$ cat config.mk
export PLATFORM = sky130hd
export DESIGN_NAME = entrada_clave
export DESIGN_NICKNAME = d
export VERILOG_FILES = /design/src/rtl/entrada_clave_pkg.sv /design/src/rtl/temporizador_inactividad.sv /design/src/rtl/entrada_clave.sv
export SDC_FILE = /design/constraint.sdc
export NUM_CORES = 1
export LEC_CHECK = 0
export CAP_MARGIN = 20
export CORE_AREA = 4 4 58 60
export DETAILED_ROUTE_END_ITERATION = 8
export DIE_AREA = 0 0 62 64
export DONT_BUFFER_PORTS = 1
export PLACE_DENSITY = 0.74
export SYNTH_ARGS = -nofsm -noshare
export SYNTH_HDL_FRONTEND = slang
export SYNTH_HIERARCHICAL = 1
export SYNTH_SLANG_ARGS = --single-unit
$ cat constraint.sdc
create_clock -name clock -period 2.5 [get_ports clock]
set_input_delay 0.125 -clock clock [delete_from_list [all_inputs] [get_ports clock]]
set_output_delay 0.125 -clock clock [all_outputs]
set_load 0.01 [all_outputs]
$ cat src/rtl/entrada_clave_pkg.sv
// entrada_clave_pkg: shared state encoding, key codes and timeout default for the keypad entry block
package entrada_clave_pkg;
  localparam logic [1:0] VACIO = 2'd0;
  localparam logic [1:0] UNO   = 2'd1;
  localparam logic [1:0] DOS   = 2'd2;
  localparam logic [3:0] TECLA_BORRAR = 4'hA;
  localparam logic [3:0] TECLA_ENTER  = 4'hB;
  localparam int TIMEOUT_DEF = 1000;
  function automatic logic es_digito(input logic [3:0] k);
    return k < 4'hA;
  endfunction
endpackage

$ cat src/rtl/temporizador_inactividad.sv
// temporizador_inactividad: 16-bit idle counter flagging TIMEOUT-1 idle cycles while enabled
module temporizador_inactividad #(
  parameter int TIMEOUT = 1000
) (
  input  logic clock,
  input  logic reset,
  input  logic clear,
  input  logic enable,
  output logic expirado
);
  logic [15:0] cnt_q;
  logic [15:0] cnt_d;
  assign expirado = enable && (cnt_q == 16'(TIMEOUT - 1));
  assign cnt_d = (!enable || clear || expirado) ? 16'd0 : cnt_q + 16'd1;
  // count idle cycles; any restart condition or expiry returns to zero
  always_ff @(posedge clock or negedge reset) begin
    if (!reset) cnt_q <= 16'd0;
    else cnt_q <= cnt_d;
  end
endmodule

$ cat src/rtl/entrada_clave.sv
// entrada_clave: two-digit keypad code entry with clear, enter, lockout and idle timeout
module entrada_clave
  import entrada_clave_pkg::*;
#(
  parameter int TIMEOUT = TIMEOUT_DEF
) (
  input  logic       clock,
  input  logic       reset,
  input  logic       kValid,
  input  logic [3:0] kDigit,
  input  logic       sBloq,
  output logic [7:0] sCode,
  output logic       sEnter,
  output logic       sErrTecla,
  output logic [1:0] sDigitos
);
  logic [1:0] st_q, st_d;
  logic [7:0] buf_q, buf_d, code_q, code_d;
  logic       enter_q, enter_d, err_q, err_d;
  logic       expirado;
  temporizador_inactividad #(.TIMEOUT(TIMEOUT)) u_tmr (
    .clock(clock),
    .reset(reset),
    .clear(kValid),
    .enable((st_q != VACIO) && !sBloq),
    .expirado(expirado)
  );
  // next-state: lockout beats keys, keys beat timer expiry
  always_comb begin
    st_d = st_q;
    buf_d = buf_q;
    code_d = code_q;
    enter_d = 1'b0;
    err_d = 1'b0;
    if (sBloq) begin
      st_d = VACIO;
      buf_d = 8'h00;
    end else if (kValid) begin
      if (es_digito(kDigit)) begin
        buf_d = {buf_q[3:0], kDigit};
        st_d = (st_q == VACIO) ? UNO : DOS;
      end else if (kDigit == TECLA_BORRAR) begin
        buf_d = 8'h00;
        st_d = VACIO;
      end else if (kDigit == TECLA_ENTER) begin
        code_d = (st_q == DOS) ? buf_q : code_q;
        enter_d = (st_q == DOS);
        err_d = (st_q != DOS);
        buf_d = 8'h00;
        st_d = VACIO;
      end else err_d = 1'b1;
    end else if (expirado) begin
      buf_d = 8'h00;
      st_d = VACIO;
      err_d = 1'b1;
    end
  end
  // state and registered outputs
  always_ff @(posedge clock or negedge reset) begin
    if (!reset) begin
      st_q <= VACIO;
      buf_q <= 8'h00;
      code_q <= 8'h00;
      enter_q <= 1'b0;
      err_q <= 1'b0;
    end else begin
      st_q <= st_d;
      buf_q <= buf_d;
      code_q <= code_d;
      enter_q <= enter_d;
      err_q <= err_d;
    end
  end
  assign sCode = code_q;
  assign sEnter = enter_q;
  assign sErrTecla = err_q;
  assign sDigitos = st_q;
endmodule

==> flow_metrics.py <==
metrics = {
    "global_route": {
        "grt_pass1_wl_um": 5223,
        "grtUsageTotal_pct": 17.74,
        "antenna_found_initial": 0,
        "grt_max_degree": 37,
        "grt_pass1_vias": 1140,
        "overflow": 0,
    },
    "clock_network": {
        "cts_setup_buffers": 0,
        "numClockSinks": 36,
        "clockBufferDepth": 2,
        "clk_pin_slew_ns": 0.11,
        "cts_tree": "built",
        "cts_inserted_buffers": 5,
        "h-tree-depth": 2,
        "root_buffer": "clkbuf_4",
        "clock_latency_ns": 0.34,
    },
    "setup_path": {
        "arrival_ns": 2.52,
        "critPathMostFrequentCell": "nor2_1",
        "r2r-end": "buf_q[2]",
        "critPathBufInv": 1,
        "r2r_cells": 9,
        "startpoint_type": "register",
        "critPathSlowestCell": "dlygate4sd3_1",
        "setup.worst_path.class": "reg2reg",
        "cp_slowest_stage_delay_ns": 0.56,
        "path_cells": "nor2_1 > nor2_1 > nor4b_1 > nand2_1 > nor3_2 > nor2_1 > a32oi_1 > nor2_1 > dlygate4sd3_1",
        "r2r-start": "sDigitos[0]",
        "critPathCaptureType": "register",
        "critPathTopFamily": "simple AND/OR/NAND/NOR gates",
        "crit_path_max_fanout": 6,
        "r2r_setup_slack_ns": 0.22,
        "cp.required_ns": 2.74,
    },
    "placed_design": {
        "hpwl_um": 2074,
        "gp_congestion": 0.9104,
        "pre_cts_ws_ns": 0.2971,
        "io_buffers": 0,
        "placed_area_um2": 1673,
    },
    "routing": {
        "via_per_inst": 5.805,
        "ant_nets": 0,
        "drt-total-wl_um": 3123,
        "drcViolationCount": 0,
        "wire_per_inst_um": 16.02,
        "vias": 1132,
        "dr.pass1.iters": 4,
        "drt_iter0_drc": 63,
    },
    "sta": {
        "final-max-slew-violation-count": 0,
        "setup_slack_ns": 0.2179,
        "timing.fmax_ghz": 0.4382,
        "worst_pin_slew_ns": 0.6858,
        "fin_skew_ns": 0.008158,
        "period_minus_slack_ns": 2.282,
        "hold-worst-slack_ns": 0.03191,
        "fin_crit_sh_pct": 91.28,
        "rsz0062_at_grt": "false",
        "hold_viol": 0,
        "slew-limit-headroom_pct": 54.17,
        "setup_tns_ns": 0,
        "setup_viol": 0,
    },
    "floorplanning": {
        "start_util_pct": 56.67,
        "coreArea_um2": 2928,
        "die_w_um": 62,
        "die_y_um": 64,
        "io_pins": 20,
        "die_area_um2": 3968,
        "rows": 20,
    },
    "synth": {
        "syn-cell-area_um2": 1659,
        "synthTopCellsByArea": "dfrtp_1 54%, xnor2_1 5.8%, mux2_2 5.4%",
        "ys.flop_type": "dfrtp_1",
        "ys_seq_elements": 36,
        "yosysTopAreaCell": "dfrtp_1",
        "async_flop_share_pct": 100.0,
        "syn_avg_cell_area_um2": 11.29,
        "synth.net_count": 156,
        "syn-instance-count": 147,
        "ys_seq_area_share_pct": 54.30,
        "synth_edf_count": 0,
        "yosysTopAreaCellShare_pct": 54.30,
        "synth.distinct_cells": 37,
        "netlist_top_cells_count": "36 x dfrtp_1, 24 x nor2_1, 11 x xnor2_1",
        "yosysMostFrequentCell": "dfrtp_1",
        "yosysWarningCount": 6,
    },
    "worst_hold_path": {
        "holdCritPathClass": "in2reg",
        "worstHoldPathCells": 2,
        "holdPathEnd": "sErrTecla",
        "holdCritStartpoint": "kValid",
    },
    "power_and_ir_drop": {
        "power_leakage_nw": 0.7737,
        "power_density_nw_per_um2": 517.9,
        "total_power_w": 0.0009616,
        "ir_worst_vdd_v": 0.0004486,
    },
    "layout": {
        "synthToLayoutAreaGrowth_pct": 11.92,
        "n_antenna_cell": 0,
        "nNetsFinal": 170,
        "final_area_um2": 1857,
        "drive_above_1_share_pct": 17.28,
    },
    "flow_run": {
        "maxCapViolCount": 0,
    },
    "outcome": {
        "status": "finished, final reports clean",
    },
}
[kinds of logic after synthesis]
logic type	synth area share, %
AND/OR/NAND/NOR	20.97
flip-flops	54.30
AO/OA/AOI/OAI	8.673
XOR/XNOR	6.863
buffers and inverters	3.016
multiplexers	5.430
adder cells (fa/ha/maj)	0.7540
[state kept, by name (all words and copies together), names as in the netlist]
register     cells
u_tmr/cnt_q     16
buf_q            8
sCode            8
sDigitos         2
sEnter           1
sErrTecla        1
[worst reg2reg max path: cells and delay by family, from the launching register on]
kind	cells	cell delay (ns)
and+or+nand+nor	7	1.04
buffers and inverters	1	0.56
DFF	1	0.45
AOI/OAI and AO/OA	1	0.14
[layer usage]
| metal | share of wire (%) | routed length (um) | vias to the layer above | global-route usage, % |
|---|---|---|---|---|
| met5 | 0 | 0 | - | 0 |
| met4 | 1.3 | 41 | 0 | 6.101 |
| met3 | 5.6 | 176 | 4 | 6.263 |
| met2 | 49 | 1542 | 37 | 28.37 |
| met1 | 44 | 1362 | 540 | 21.60 |
| li1 | - | - | 551 | - |
[final cells by class]
class	count	area (um^2)
flip-flops and latches	36	903.4
multi-input cells	101	713.2
clock buffers	5	37.54
well taps	33	41.29
inverters	6	22.52
fillers	225	1071
repair buffers	11	120.1
clock inverters	3	18.77
[what timing repair did]
action                     CTS  global route
setup endpoints to repair    0             1
resized for setup            0             3
hold buffers                10             1
hold endpoints to repair    41             1
[power by group]
group	leakage [nW]	internal (W)	switching, W
Sequential	0.497	0.000590	0.00000832
Clock	0.0349	0.000108	0.000198
Combinational	0.242	0.0000258	0.0000321
Total	0.774	0.000723	0.000238
[per-stage QoR]
step,util (%),cells
after detailed placement,57.14,176
after CTS,62.82,194
final,63.42,195
after global routing,63.42,195
after global placement,57.14,176
after floorplan,-,147
[placed cells by master, fill, tap and decap left out, types with 5 or more instances in the layout]
cell type	n
inv_1	6
a22o_1	6
nor2_1	24
dfrtp_1	34
clkbuf_4	5
xnor2_1	11
nor4_1	5
nand2_1	5
nand3_1	5
mux2_2	8
dlygate4sd3_1	10
[worst max-delay path by stage]
| stage | start | end | slack, ns | depth (start not counted) |
|---|---|---|---|---|
| after floorplan | u_tmr/cnt_q[7] | buf_q[0] | 0.56 | 6 |
| after global placement | sDigitos[0] | buf_q[5] | 0.44 | 8 |
| after detailed placement | sDigitos[0] | buf_q[0] | 0.30 | 8 |
| after CTS | sDigitos[0] | buf_q[2] | 0.07 | 9 |
| after global routing | sDigitos[0] | buf_q[2] | 0.02 | 9 |
| final | sDigitos[0] | buf_q[2] | 0.22 | 9 |
(Power assumes the default switching activity.)
